[src/rtl/bcd_pkg.sv]
// Shared types and helpers for the BCD conversion and counter blocks.
package bcd_pkg;

  typedef enum logic [1:0] {
    IDLE  = 2'd0,
    SHIFT = 2'd1,
    DONE  = 2'd2
  } state_t;

  localparam logic [3:0] BCD_ADJ_THRESH = 4'd5;

  // Double-dabble correction: a digit that will reach 10+ after doubling gets +3 first.
  function automatic logic [3:0] bcd_add3(input logic [3:0] digit);
    return (digit >= BCD_ADJ_THRESH) ? digit + 4'd3 : digit;
  endfunction

endpackage

[src/rtl/bin2bcd_seq_if.sv]
// Valid/ready bundle between the binary source, the converter and the digit drivers.
interface bin2bcd_seq_if #(
  parameter int BIN_W  = 16,
  parameter int DIGITS = 5
);
  logic                  in_valid;
  logic                  in_ready;
  logic [BIN_W-1:0]      bin;
  logic                  out_valid;
  logic                  out_ready;
  logic [4*DIGITS-1:0]   bcd;
  logic                  neg;
  logic                  overflow;

  modport master (
    output in_valid, bin, out_ready,
    input  in_ready, out_valid, bcd, neg, overflow
  );

  modport slave (
    input  in_valid, bin, out_ready,
    output in_ready, out_valid, bcd, neg, overflow
  );
endinterface

[src/rtl/bcd_digit_adj.sv]
// One combinational shift-and-add-3 digit stage.
module bcd_digit_adj
  import bcd_pkg::*;
(
  input  logic [3:0] din,
  output logic [3:0] dout
);
  assign dout = bcd_add3(din);
endmodule

[src/rtl/bin2bcd_seq.sv]
// Iterative binary-to-BCD converter (shift-and-add-3), one bit per clock,
// optional two's complement input and sticky overflow for too few digits.
module bin2bcd_seq
  import bcd_pkg::*;
#(
  parameter int BIN_W  = 16,
  parameter int DIGITS = 5,
  parameter int SIGNED = 0
) (
  input  logic          clk,
  input  logic          rst,
  bin2bcd_seq_if.slave  bus
);
  localparam int ACC_W = 4 * DIGITS;
  localparam int CNT_W = (BIN_W > 1) ? $clog2(BIN_W) : 1;

  state_t            state_reg, state_next;
  logic [CNT_W-1:0]  cnt_reg;
  logic [BIN_W-1:0]  sr_reg;
  logic [ACC_W-1:0]  acc_reg, acc_adj, acc_next;
  logic              ovf_reg, ovf_next, neg_reg;
  logic [ACC_W-1:0]  bcd_reg;
  logic              bcd_ovf_reg, bcd_neg_reg;
  logic              in_ready_c, accept, last_iter, is_neg;
  logic [BIN_W-1:0]  mag;

  generate
    for (genvar gi = 0; gi < DIGITS; gi++) begin : g_adj
      bcd_digit_adj u_adj (
        .din  (acc_reg[4*gi +: 4]),
        .dout (acc_adj[4*gi +: 4])
      );
    end
  endgenerate

  // The most negative input maps to 2^(BIN_W-1), which still fits unsigned.
  assign is_neg    = (SIGNED != 0) && bus.bin[BIN_W-1];
  assign mag       = is_neg ? BIN_W'(-bus.bin) : bus.bin;
  assign last_iter = (cnt_reg == '0);
  assign acc_next  = {acc_adj[ACC_W-2:0], sr_reg[BIN_W-1]};
  assign ovf_next  = ovf_reg | acc_adj[ACC_W-1];
  assign accept    = bus.in_valid && in_ready_c;

  always_ff @(posedge clk or posedge rst) begin
    if (rst) state_reg <= IDLE;
    else     state_reg <= state_next;
  end

  always_comb begin
    state_next = state_reg;
    in_ready_c = 1'b0;
    case (state_reg)
      IDLE: begin
        in_ready_c = 1'b1;
        if (bus.in_valid) state_next = SHIFT;
      end
      SHIFT: begin
        if (last_iter) state_next = DONE;
      end
      DONE: begin
        in_ready_c = bus.out_ready;
        if (bus.out_ready) state_next = bus.in_valid ? SHIFT : IDLE;
      end
      default: state_next = IDLE;
    endcase
  end

  always_ff @(posedge clk or posedge rst) begin
    if (rst) begin
      cnt_reg     <= '0;
      sr_reg      <= '0;
      acc_reg     <= '0;
      ovf_reg     <= 1'b0;
      neg_reg     <= 1'b0;
      bcd_reg     <= '0;
      bcd_ovf_reg <= 1'b0;
      bcd_neg_reg <= 1'b0;
    end else if (accept) begin
      sr_reg  <= mag;
      acc_reg <= '0;
      ovf_reg <= 1'b0;
      neg_reg <= is_neg;
      cnt_reg <= CNT_W'(BIN_W - 1);
    end else if (state_reg == SHIFT) begin
      sr_reg  <= {sr_reg[BIN_W-2:0], 1'b0};
      acc_reg <= acc_next;
      ovf_reg <= ovf_next;
      if (!last_iter) cnt_reg <= cnt_reg - 1'b1;
      // Results are published only when complete so bcd never shows partial sums.
      if (last_iter) begin
        bcd_reg     <= acc_next;
        bcd_ovf_reg <= ovf_next;
        bcd_neg_reg <= neg_reg;
      end
    end
  end

  assign bus.in_ready  = in_ready_c;
  assign bus.out_valid = (state_reg == DONE);
  assign bus.bcd       = bcd_reg;
  assign bus.neg       = bcd_neg_reg;
  assign bus.overflow  = bcd_ovf_reg;

endmodule
[src/flat_wrapper.sv]
// flat-port wrapper written by rule: the top's interface ports become plain ports
module bin2bcd_seq_flat import bcd_pkg::*;
#(
  parameter int BIN_W  = 16,
  parameter int DIGITS = 5,
  parameter int SIGNED = 0
)
  (clk, rst, bus_in_valid, bus_bin, bus_out_ready, bus_in_ready, bus_out_valid, bus_bcd, bus_neg, bus_overflow);
  bin2bcd_seq_if #(.BIN_W(BIN_W), .DIGITS(DIGITS)) bus_i ();
  input  logic clk;
  input  logic rst;
  input wire logic [$bits(bus_i.in_valid)-1:0] bus_in_valid;
  input wire logic [$bits(bus_i.bin)-1:0] bus_bin;
  input wire logic [$bits(bus_i.out_ready)-1:0] bus_out_ready;
  output wire logic [$bits(bus_i.in_ready)-1:0] bus_in_ready;
  output wire logic [$bits(bus_i.out_valid)-1:0] bus_out_valid;
  output wire logic [$bits(bus_i.bcd)-1:0] bus_bcd;
  output wire logic [$bits(bus_i.neg)-1:0] bus_neg;
  output wire logic [$bits(bus_i.overflow)-1:0] bus_overflow;
  assign bus_i.in_valid = bus_in_valid;
  assign bus_i.bin = bus_bin;
  assign bus_i.out_ready = bus_out_ready;
  assign bus_in_ready = bus_i.in_ready;
  assign bus_out_valid = bus_i.out_valid;
  assign bus_bcd = bus_i.bcd;
  assign bus_neg = bus_i.neg;
  assign bus_overflow = bus_i.overflow;
  bin2bcd_seq #(.BIN_W(BIN_W), .DIGITS(DIGITS), .SIGNED(SIGNED)) u_core (.clk(clk), .rst(rst), .bus(bus_i));
endmodule
[config.mk]
export PLATFORM = sky130hd
export DESIGN_NAME = bin2bcd_seq_flat
export DESIGN_NICKNAME = d
export VERILOG_FILES = /design/src/rtl/bcd_pkg.sv /design/src/rtl/bin2bcd_seq_if.sv /design/src/rtl/bcd_digit_adj.sv /design/src/rtl/bin2bcd_seq.sv /design/src/flat_wrapper.sv
export SDC_FILE = /design/constraint.sdc
export NUM_CORES = 1
export LEC_CHECK = 0
export BUFFER_PORTS_ARGS = -buffer_cell sky130_fd_sc_hd__buf_2
export CORE_UTILIZATION = 47
export CTS_BUF_LIST = sky130_fd_sc_hd__clkbuf_4 sky130_fd_sc_hd__clkbuf_8
export DETAILED_ROUTE_END_ITERATION = 8
export GPL_TIMING_DRIVEN = 0
export PLACE_DENSITY = 0.67
export SLEW_MARGIN = 0
export SYNTH_ARGS = -nofsm -noshare
export SYNTH_HDL_FRONTEND = slang
export SYNTH_SLANG_ARGS = --single-unit
[constraint.sdc]
create_clock -name clk -period 2.7 [get_ports clk]
set_input_delay 0.405 -clock clk [delete_from_list [all_inputs] [get_ports clk]]
set_output_delay 0.405 -clock clk [all_outputs]
set_load 0.005 [all_outputs]
==> metrics.cfg, run 1 <==
[status]
status=finished, final reports clean

[synthesis]
avgSynthCellArea_um2=9.752
syn_area_mm2=0.003131
synth_top_family_by_area=compound AO/OA/AOI/OAI gates
synth_cell_types=34
synthSimpleGateAreaFrac=0.1643
syn-instance-count=321
synth_adder_area_share=0.04396
ys_async_sr_fraction=1.000
synth_edf_count=0
seq_area_frac_synth=0.5116
synth-main-ff-cell=dfrtp_1
yosys.area.top_type=dfrtp_1
synth_compound_area_frac=0.1843
synth_top_area_frac=0.5116
synthTopCellsByArea=dfrtp_1 (51%), nand2_1 (9.4%), a22oi_2 (5.2%), o21ai_1 (4.6%), ha_1 (4.4%)
synth.most_common_cell=nand2_1
postSynthNetCount=352
ys_ff_latch=64
synth_xor_area_frac=0.01679
synth_common_cells=nand2_1 (78), dfrtp_1 (64), o21ai_1 (29)
ys_warn_count=0
synthMuxAreaShare=0.02478

[timing]
finClkSkew_ns=0.005257
finalHoldViolCount=0
setup_viol=0
finalMaxSlewViolations=0
period_minus_slack_ns=1.815
slew_headroom=0.4941
fmax_mhz=551.0
fin_tns_setup_ns=0
worstMarginPinSlew_ns=0.7578
rsz0062_at_grt=false
timing.final.crit_share=0.6722

[cts]
clock_sinks=64
post_cts_resized=0
ctsRootBufferMaster=clkbuf_8
cts_setup_buffers=0
cts_buffer_depth=2
clk_pin_slew_ns=0.07
clk_latency_ns=0.33
htreeDepth=3
cts_inserted_buffers=9
postCtsHoldBufs=0
cts_tree=done

[grt]
grtUsageTotal=0.2078
grt_first_pass_wirelength_um=11570
grt_pass1_vias=2466
grt_max_degree=36
grt_antenna_before_repair=0
overflow=0

[run]
maxCapViolCount=0

[power]
power_density_mw_per_mm2=1267
power_w=0.004643
ir_drop_uv=645.3
leakagePower_nw=1.773

[die]
dieArea_mm2=0.006991
io_pins=44
die_height_um=83.61
initial_core_util=0.4902
rows=29
design.core.area_mm2=0.006386
die_width_um=83.61

[critical_path]
max_stage_delay_ns=0.42
crit_chain=inv_1 -> ha_1 -> nand2b_1 -> a21oi_1 -> mux2_2 -> o22ai_1
crit_path_start_kind=flip-flop
crit_family=flip-flops
crit_fanout=5
cp_num_buf_inv=1
r2r-start=u_core.acc_reg[0]
r2r_slack_ns=0.89
worst-endpoint-arrival_ns=2.06
r2r_end=u_core.acc_reg[2]
cp_slowest_cell=dfrtp_1
r2r_cells=6
worst-setup-path-type=flip-flop to flip-flop
end_kind=flip-flop
cp-startpoint=u_core.acc_reg[0]
cp.required_ns=2.95

[placed_design]
place_hpwl_um=4594
gp_congestion=0.8058
io_buffer_count=42

[drt]
num_vias=2448
wl_um=6550
avgViaCountPerCell=5.357
drcViolationCount=0
firstDrtPassIters=4
drt_iter0_drc=109
postRouteAntennaNets=0
wl_per_cell_um=14.33

[final_layout]
layout-drive-gt1-share=0.2605
antenna_cells=0
nFillCells=573
fin_nets=406
syn_to_final_growth_pct=17.03

[worst_hold_path]
hold_class=input port to async pin

-- final cells by class --
class / count / area, um2 / share of cell area
tap: 77 / 96.34 / 0.02630
timing repair buffer: 43 / 230.2 / 0.06284
inverter: 16 / 60.06 / 0.01639
clock inverter: 3 / 40.04 / 0.01093
multi-input combinational: 223 / 1363 / 0.3719
sequential: 64 / 1602 / 0.4372
clock buffer: 13 / 166.4 / 0.04542
buffer: 18 / 106.4 / 0.02903
-- metrics by stage --
| step | utilization | setup WS [ns] | cell area, um2 | cells | hold WS [ns] |
|---|---|---|---|---|---|
| floorplan | - | 0.6969 | 3131 | 321 | 0.4461 |
| global placement | 0.5382 | -0.1466 | 3437 | 440 | 0.4609 |
| detailed placement | 0.5413 | 0.9134 | 3457 | 441 | 0.4669 |
| CTS | 0.5737 | 0.8878 | 3664 | 457 | 0.2240 |
| global route | 0.5737 | 0.7951 | 3664 | 457 | 0.2524 |
| finish | 0.5737 | 0.8850 | 3664 | 457 | 0.1995 |
-- cell usage in the layout (no fill, tap or decap), types with 2 or more instances in the layout --
cell type / instances
ha_1: 11
buf_4: 2
nand3_1: 4
nand2b_1: 7
clkinv_2: 2
o22ai_1: 14
nand2_1: 78
xnor2_1: 6
clkbuf_8: 11
o21ai_1: 29
buf_6: 2
buf_2: 55
nor3_1: 5
inv_1: 15
clkbuf_4: 2
a22oi_1: 2
a22oi_2: 13
o21ai_0: 5
nor3b_1: 9
mux2_2: 5
a21oi_1: 16
a31oi_1: 3
nor2_1: 4
dfrtp_1: 64
-- report_power, final --
group          switching, W  internal (W)  total, W
Combinational       0.00116      0.000921   0.00208
Clock              0.000359      0.000495  0.000854
Sequential         0.000329       0.00138   0.00171
Total               0.00185       0.00280   0.00464
-- cells by family (layout without fill, tap and decap cells) --
kind of cell	Yosys count	in the layout
adders and majority gates	11	11
AOI/OAI and AO/OA	86	86
and+or+nand+nor	112	112
DFF	64	64
buffers and inverters	34	93
muxes	7	7
other	1	1
xor gates and xnor gates	6	6
-- layer usage --
layer | track usage | share of wire | vias up | wire length (um)
met5 | 0 | 0 | - | 0
met4 | 0.08937 | 0.021 | 0 | 140
met3 | 0.03561 | 0.041 | 12 | 267
met2 | 0.3452 | 0.48 | 61 | 3164
met1 | 0.2681 | 0.45 | 1170 | 2978
li1 | - | - | 1205 | -
-- worst max path at each step --
stage	endpoint	cells after the start	slack, ns
floorplan	u_core.acc_reg[0]	1	0.70
detailed placement	u_core.acc_reg[2]	6	0.91
global route	u_core.acc_reg[2]	6	0.80
global placement	u_core.bus.bcd[18]	2	-0.15
finish	u_core.acc_reg[2]	6	0.89
CTS	u_core.acc_reg[2]	6	0.89
Power figures use the tool's default switching activity.
==> run 2, diff against run 1 <==
PLACE_DENSITY = 0.7   (was 0.67)
clock period = 1.48 ns   (was 2.7 ns; I/O delays follow)
==> metrics.cfg, run 2 (synthesis results as in run 1) <==
[final_layout]
layout-drive-gt1-share=0.4005
multi_input_area_mm2=0.001630
final_cell_mix=nand2_1 (78), dfrtp_1 (62), buf_2 (52)
antenna_cells=0
fin_nets=423
nFillCells=520
final_common_cell=nand2_1
ff_latch_area_mm2=0.001604
syn_to_final_growth_pct=30.30

[placed_design]
io_buffer_count=42
place_hpwl_um=4620
detailedPlace.worstSlack_ns=-0.1214
gp_congestion=0.7532

[status]
violations=setup timing
status=finished, violations left

[critical_path]
cp.required_ns=1.69
crit_path_start_kind=flip-flop
end_kind=flip-flop
crit_fanout=4
worst-setup-path-type=flip-flop to flip-flop
worst-endpoint-arrival_ns=1.70

[power]
power_w=0.009813
leakagePower_nw=1.914
ir_drop_uv=1276
power_density_mw_per_mm2=2406

[timing]
timing.final.crit_share=1.008
setup_viol=2
fin_tns_setup_ns=-0.02283
fmax_mhz=670.0
worstMarginPinSlew_ns=0.5370
finalMaxSlewViolations=0
finClkSkew_ns=0.01125
slew_headroom=0.6412
hold_slack_ns=0.06438
rsz0062_at_grt=true
period_minus_slack_ns=1.493
worst_slack_ns=-0.01257
finalHoldViolCount=0

[die]
die_height_um=83.61
rows=29
initial_core_util=0.4902
io_pins=44
dieArea_mm2=0.006991
design.core.area_mm2=0.006386
die_width_um=83.61

[run]
maxCapViolCount=0

[drt]
avgViaCountPerCell=5.344
wl_um=6906
postRouteAntennaNets=0
drt_iter0_drc=128
drcViolationCount=0
wl_per_cell_um=14.57
firstDrtPassIters=4
num_vias=2533

[cts]
cts_buffer_depth=2
htreeDepth=3
cts_tree=done
ctsRootBufferMaster=clkbuf_8
clk_latency_ns=0.34
clk_pin_slew_ns=0.08
cts_inserted_buffers=9
clock_sinks=64

[grt]
grt_antenna_before_repair=0
grt_pass1_vias=2576
overflow=0
grt_first_pass_wirelength_um=11730
grt_max_degree=42
grtUsageTotal=0.2114

[worst_hold_path]
hold_class=input port to flip-flop

-- run 2: stage by stage --
stage / std cells / utilization / area, um2
6_report: 474 / 0.6387 / 4079
2_1_floorplan: 321 / - / 3206
4_1_cts: 468 / 0.6056 / 3867
5_1_grt: 474 / 0.6387 / 4079
3_3_place_gp: 440 / 0.5500 / 3512
3_5_place_dp: 441 / 0.5531 / 3532
-- run 2: worst paths after layout --
| kind | from | end | slack [ns] | depth (start not counted) |
|---|---|---|---|---|
| worst max-delay path | u_core.acc_reg[16] | u_core.acc_reg[17] | -0.01 | 7 |
| max in group asynchronous | rst | u_core.acc_reg[8] | 0.39 | 4 |
| worst min register to register | u_core.bus.bcd[7] | u_core.bus.bcd[7] | 0.48 | 2 |
| min in group asynchronous | rst | u_core.bus.bcd[19] | 0.48 | 3 |
| worst min-delay path | bus_out_ready | u_core.state_reg[1] | 0.06 | 2 |
| worst max register to register | u_core.acc_reg[16] | u_core.acc_reg[17] | -0.01 | 7 |
-- run 2: where the power goes --
part	internal, W	total [W]	switching (W)
logic	0.00250	0.00504	0.00254
registers	0.00252	0.00320	0.000673
clock network	0.000903	0.00158	0.000675
-- run 2: per-layer routing --
| layer | routed length [um] | GRT usage | up-vias | share of wire |
|---|---|---|---|---|
| met2 | 3361 | 0.3533 | 40 | 0.49 |
| met3 | 189 | 0.03165 | 8 | 0.027 |
| met5 | 0 | 0 | - | 0 |
| met4 | 83 | 0.09553 | 0 | 0.012 |
| met1 | 3271 | 0.2718 | 1237 | 0.47 |
| li1 | - | - | 1248 | - |
-- run 2: timing repair --
action	4_1_cts	5_1_grt
gates resized for setup	18	34
buffers inserted	10	6
hold endpoints to repair	23	0
endpoints found under the setup margin	10	26
hold buffers	1	0
pin swaps	5	7
-- run 2: critical path: stages, from the launching register on --
cell and delay [ns]:
dfrtp_2 0.46, inv_2 0.10, ha_4 0.15, nand2b_4 0.06, a21oi_4 0.17, buf_4 0.13
xnor2_1 0.16, o22ai_1 0.12
-- run 2: layout make-up --
| class | count | area share |
|---|---|---|
| clock inverter | 3 | 0.009816 |
| sequential | 64 | 0.3933 |
| buffer | 18 | 0.02822 |
| tap | 77 | 0.02362 |
| clock buffer | 13 | 0.04080 |
| inverter | 16 | 0.01626 |
| multi-input combinational | 223 | 0.3997 |
| timing repair buffer | 60 | 0.08834 |
